===== config.mk =====
export PLATFORM = sky130hd
export DESIGN_NAME = rv_multicycle_ctrl
export DESIGN_NICKNAME = d
export VERILOG_FILES = /design/src/rtl/rv_multicycle_ctrl.sv
export SDC_FILE = /design/constraint.sdc
export NUM_CORES = 1
export LEC_CHECK = 0
export BUFFER_PORTS_ARGS = -buffer_cell sky130_fd_sc_hd__buf_2
export CAP_MARGIN = 20
export CORE_MARGIN = 10
export CORE_UTILIZATION = 40
export DETAILED_ROUTE_END_ITERATION = 10
export HOLD_SLACK_MARGIN = 0.02
export PLACE_DENSITY_LB_ADDON = 0.25
export REMOVE_ABC_BUFFERS = 1
export SKIP_CTS_REPAIR_TIMING = 1
export SLEW_MARGIN = 25
export SYNTH_ARGS = -nofsm -noshare
export SYNTH_HDL_FRONTEND = slang
export SYNTH_SLANG_ARGS = --single-unit

===== constraint.sdc =====
create_clock -name clk -period 1.55 [get_ports clk]
set_clock_uncertainty 0.1 [all_clocks]
set_input_delay 0.3875 -clock clk [delete_from_list [all_inputs] [get_ports clk]]
set_output_delay 0.3875 -clock clk [all_outputs]
set_load 0.01 [all_outputs]

===== src/rtl/rv_multicycle_ctrl.sv =====
// Multi-cycle control FSM for a non-pipelined RV32I core: sequences FETCH/DECODE/EXEC/MEM/WB.
// Optional retired-instruction counter enabled by defining RETIRE_COUNT_EN.
module rv_multicycle_ctrl #(
    parameter int ALU_ADDR_W = 4,
    parameter int CNT_W      = 32
) (
    input  logic                  clk,
    input  logic                  rst_n,
    input  logic [6:0]            opcode,
    input  logic [2:0]            funct3,
    input  logic                  funct7_b5,
    input  logic                  alu_zero,
    input  logic                  mem_ready,
    output logic                  mem_req,
    output logic                  mem_we,
    output logic                  ir_we,
    output logic                  pc_we,
    output logic                  pc_sel,
    output logic                  reg_we,
    output logic [1:0]            wb_sel,
    output logic                  alu_src_b,
    output logic [ALU_ADDR_W-1:0] alu_addr,
    output logic [2:0]            state,
    output logic                  illegal,
    output logic [CNT_W-1:0]      retire_cnt
);
    typedef enum logic [2:0] {
        S_IDLE = 3'd0, S_FETCH = 3'd1, S_DECODE = 3'd2, S_EXEC = 3'd3,
        S_MEM  = 3'd4, S_WB    = 3'd5, S_TRAP   = 3'd6
    } state_t;

    localparam logic [6:0] OP_R      = 7'b0110011;
    localparam logic [6:0] OP_IMM    = 7'b0010011;
    localparam logic [6:0] OP_LOAD   = 7'b0000011;
    localparam logic [6:0] OP_STORE  = 7'b0100011;
    localparam logic [6:0] OP_BRANCH = 7'b1100011;
    localparam logic [6:0] OP_JAL    = 7'b1101111;
    localparam logic [6:0] OP_LUI    = 7'b0110111;

    state_t                r_state, w_next;
    logic [6:0]            r_op;
    logic [ALU_ADDR_W-1:0] r_alu_addr;
    logic [3:0]            w_alu4;
    logic [ALU_ADDR_W-1:0] w_alu_addr;
    logic                  w_taken;

    always_ff @(posedge clk or negedge rst_n) begin
        if (!rst_n) begin
            r_state    <= S_IDLE;
            r_op       <= '0;
            r_alu_addr <= '0;
        end else begin
            r_state <= w_next;
            if (r_state == S_DECODE) r_op       <= opcode;
            if (r_state == S_EXEC)   r_alu_addr <= w_alu_addr;
        end
    end

    // ALU ROM address and branch outcome; IR fields stay stable until the next FETCH.
    always_comb begin
        w_alu4  = 4'b0000;
        w_taken = 1'b0;
        case (r_op)
            OP_R:   w_alu4 = {funct7_b5, funct3};
            OP_IMM: w_alu4 = {funct7_b5 & (funct3 == 3'b101), funct3};
            OP_BRANCH: begin
                case (funct3)
                    3'b000:         begin w_alu4 = 4'b1000; w_taken =  alu_zero; end
                    3'b001:         begin w_alu4 = 4'b1000; w_taken = !alu_zero; end
                    3'b100, 3'b110: begin w_alu4 = {3'b001, funct3[1]}; w_taken = !alu_zero; end
                    3'b101, 3'b111: begin w_alu4 = {3'b001, funct3[1]}; w_taken =  alu_zero; end
                    default:        w_alu4 = 4'b1000;
                endcase
            end
            default: w_alu4 = 4'b0000;
        endcase
        w_alu_addr = ALU_ADDR_W'(w_alu4);
    end

    always_comb begin
        w_next    = r_state;
        mem_req   = 1'b0;
        mem_we    = 1'b0;
        ir_we     = 1'b0;
        pc_we     = 1'b0;
        pc_sel    = 1'b0;
        reg_we    = 1'b0;
        wb_sel    = 2'b00;
        alu_src_b = 1'b0;
        illegal   = 1'b0;
        case (r_state)
            S_IDLE: w_next = S_FETCH;
            S_FETCH: begin
                mem_req = 1'b1;
                if (mem_ready) begin
                    ir_we  = 1'b1;
                    pc_we  = 1'b1;
                    w_next = S_DECODE;
                end
            end
            S_DECODE: begin
                case (opcode)
                    OP_R, OP_IMM, OP_LOAD, OP_STORE, OP_BRANCH, OP_JAL: w_next = S_EXEC;
                    OP_LUI:  w_next = S_WB;
                    default: w_next = S_TRAP;
                endcase
            end
            S_EXEC: begin
                alu_src_b = (r_op == OP_IMM) || (r_op == OP_LOAD) || (r_op == OP_STORE);
                case (r_op)
                    OP_BRANCH: begin
                        pc_we  = w_taken;
                        pc_sel = w_taken;
                        w_next = S_FETCH;
                    end
                    OP_JAL: begin
                        pc_we  = 1'b1;
                        pc_sel = 1'b1;
                        w_next = S_WB;
                    end
                    OP_LOAD, OP_STORE: w_next = S_MEM;
                    default:           w_next = S_WB;
                endcase
            end
            S_MEM: begin
                mem_req = 1'b1;
                mem_we  = (r_op == OP_STORE);
                if (mem_ready) w_next = (r_op == OP_LOAD) ? S_WB : S_FETCH;
            end
            S_WB: begin
                reg_we = 1'b1;
                case (r_op)
                    OP_LOAD: wb_sel = 2'b01;
                    OP_JAL:  wb_sel = 2'b10;
                    OP_LUI:  wb_sel = 2'b11;
                    default: wb_sel = 2'b00;
                endcase
                w_next = S_FETCH;
            end
            S_TRAP:  illegal = 1'b1;
            default: w_next = S_IDLE;
        endcase
    end

    // Live value during EXEC, held afterwards; forced quiet while trapped.
    assign alu_addr = (r_state == S_EXEC) ? w_alu_addr :
                      (r_state == S_TRAP) ? '0 : r_alu_addr;
    assign state    = r_state;

`ifdef RETIRE_COUNT_EN
    logic             w_retire;
    logic [CNT_W-1:0] r_retire_cnt;

    assign w_retire = (r_state == S_WB) ||
                      ((r_state == S_MEM)  && mem_ready && (r_op == OP_STORE)) ||
                      ((r_state == S_EXEC) && (r_op == OP_BRANCH));

    always_ff @(posedge clk or negedge rst_n) begin
        if (!rst_n)        r_retire_cnt <= '0;
        else if (w_retire) r_retire_cnt <= r_retire_cnt + 1'b1;
    end

    assign retire_cnt = r_retire_cnt;
`else
    assign retire_cnt = '0;
`endif
endmodule


==> impl_metrics.tcl <==
set metrics [dict create \
    crit_slowest_cell "dfrtp_1" \
    rows 19 \
    final.min_clock_period_ns 2.114 \
    synth_compound_area_frac 0.1264 \
    fin_nets 228 \
    worst_hold_slack_ns 0.2705 \
    vdd_drop_max_mv 0.9919 \
    port_buffers 31 \
    ys_ff_latch 14 \
    placed_cells 227 \
    synth_edf_count 0 \
    initial_core_util 0.4303 \
    route.met3.wl_um 302 \
    start_kind "register" \
    cts_tree "done" \
    core_area_mm2 0.002829 \
    topRoutingLayerUsed "met4" \
    ys.flop_type "dfrtp_1" \
    yosysWarnings 0 \
    syn_area_mm2 0.001217 \
    grt_pass1_wl_um 5092 \
    tns_ns -6.121 \
    critPathKind "reg2out" \
    drc_errors 0 \
    drive_above_1_share 0.5213 \
    status "complete, but fails checks" \
    cts.sinks 14 \
    violations "setup timing" \
    synthTopCellsByArea "dfrtp_1 (29%), buf_4 (20%), mux2_2 (4.6%), nand2_1 (4.6%), nor2_1 (3.7%)" \
    crit_family "simple AND/OR/NAND/NOR gates" \
    synthAdderAreaFrac 0 \
    wl_per_cell_um 15.32 \
    hold_viol 0 \
    report.final.slew_viol_count 0 \
    firstDrtPassIters 4 \
    rsz0062_at_grt "yes" \
    dp_hpwl_um 2750 \
    synth_area_leader_cell "dfrtp_1" \
    antenna_found_initial 0 \
    p_leak_nw 0.9584 \
    globalplace.congestion 0.8232 \
    fin_cells 242 \
    root_buffer "clkbuf_4" \
    async_reset_ff_frac 1.000 \
    synthXorXnorAreaFrac 0.01439 \
    io_pins 64 \
    drtIter0Drc 35 \
    clk_pin_slew_ns 0.08 \
    max_cap_viol_count 0 \
    final_antenna_net_count 0 \
    wirelength_um 3708 \
    vias 1136 \
    clkLatencyLatePin_ns 0.28 \
    htree_num_levels 1 \
    met2_length_um 1894 \
    grt_pass1_vias 1103 \
    die_h_um 75.17 \
    muxShareOfSynthArea 0.05447 \
    fmax_mhz 473.1 \
    p_per_area_mw_per_mm2 1629 \
    cp.arrival_ns 1.63 \
    final_cell_mix "conb_1 (32), buf_2 (27), buf_4 (25), buf_6 (16), nand2_1 (13)" \
    crit_buf_inv 1 \
    met1_length_um 1495 \
    post-route-period-util 1.364 \
    cts_max_path_buffers 2 \
    final_common_cell "conb_1" \
    hold_path.class "in2reg" \
    cp-end-kind "output port" \
    grt_usage 0.1121 \
    ys_types 40 \
    critPathRequiredTime_ns 1.06 \
    critPathMaxFanout 4 \
    diodes 0 \
    crit_path_max_incr_delay_ns 0.43 \
    cp_cell_sequence "nor2_1, nand3_1, o22ai_1, nor3b_2, nand2b_1, buf_2" \
    grt-ovfl-total 0 \
    routed_via_density 4.694 \
    synth_simple_gate_area_frac 0.2806 \
    setup_slack_ns -0.5637 \
    cts_made_buffers 3 \
    syn_to_final_growth_pct 47.79 \
    syn_avg_cell_area_um2 8.513 \
    ys_seq_area_frac 0.2878 \
    yosys.area.top_type_share 0.2878 \
    grt_max_degree 15 \
    syn_inst 143 \
    die_x_um 75.17 \
    die-area_mm2 0.005651 \
    finalSetupViolCount 16 \
    synth_top_family_by_area "simple AND/OR/NAND/NOR gates" \
]
==> final timing paths <==
check / from / end / slack [ns] / depth (start not counted)
max: r_op[2] / pc_we / -0.56 / 6
max in group asynchronous: rst_n / state[0] / 0.65 / 2
max reg2reg: r_op[2] / state[2] / -0.13 / 7
min in group asynchronous: rst_n / state[2] / 0.43 / 2
min reg2reg: r_alu_addr[1] / r_alu_addr[1] / 0.37 / 2
min: opcode[5] / r_op[5] / 0.27 / 3
==> sequential cells by signal, indices dropped and copies added (netlist names) <==
name and flops:
state 3, r_op 7, r_alu_addr 4
==> layer usage <==
metal | vias up | track usage
li1 | 557 | -
met1 | 527 | 0.1346
met2 | 50 | 0.1952
met3 | 2 | 0.02365
met4 | 0 | 0.03505
met5 | - | 0
==> final cells by class <==
type	instances	area, um2
fill	232	1030
multi-input combinational	119	849.6
inverter	6	22.52
clock buffer	3	22.52
timing repair buffer	69	513.0
sequential	14	352.8
tap	31	38.79
==> cells by family (layout without fill, tap and decap cells) <==
group	after synthesis	count (layout)
compound gates	24	24
xor+xnor	2	2
buf+inv	41	78
flops	14	14
mux	6	6
other cells	1	32
simple gates	55	55
==> cells in the mapped netlist (3+ instances only) <==
master and n:
mux2_2 5, inv_1 6, and2b_1 3, nor2b_1 4
dfrtp_1 14, nand2_1 15, nand3_1 4, nor3_1 3
buf_4 32, nor2_1 12, a21oi_1 5, o21ai_1 3
o21ai_0 6
==> power breakdown <==
| group | internal, mW | switching (mW) | total (mW) |
|---|---|---|---|
| logic | 1.13 | 0.902 | 2.03 |
| clock network | 0.0901 | 0.117 | 0.207 |
| registers | 0.514 | 0.181 | 0.695 |
| total | 1.73 | 1.20 | 2.93 |
==> through the flow <==
step	total power [mW]	setup slack, ns	cell area [um2]	utilization
2_1_floorplan	1.405	-0.4384	1072	-
3_3_place_gp	2.045	-0.3305	1461	0.5166
3_5_place_dp	2.076	-0.3373	1461	0.5166
4_1_cts	2.295	-0.5500	1484	0.5245
5_1_grt	3.128	-0.6705	1799	0.6360
6_report	2.931	-0.5637	1799	0.6360
==> worst register-to-register path: stages, from the launching register on <==
cell	delay, ns
dfrtp_1	0.43
and4bb_4	0.37
buf_6	0.12
nand4b_4	0.10
buf_6	0.14
a2bb2oi_4	0.14
o21ai_2	0.08
a21oi_2	0.13
(Power assumes the default switching activity.)
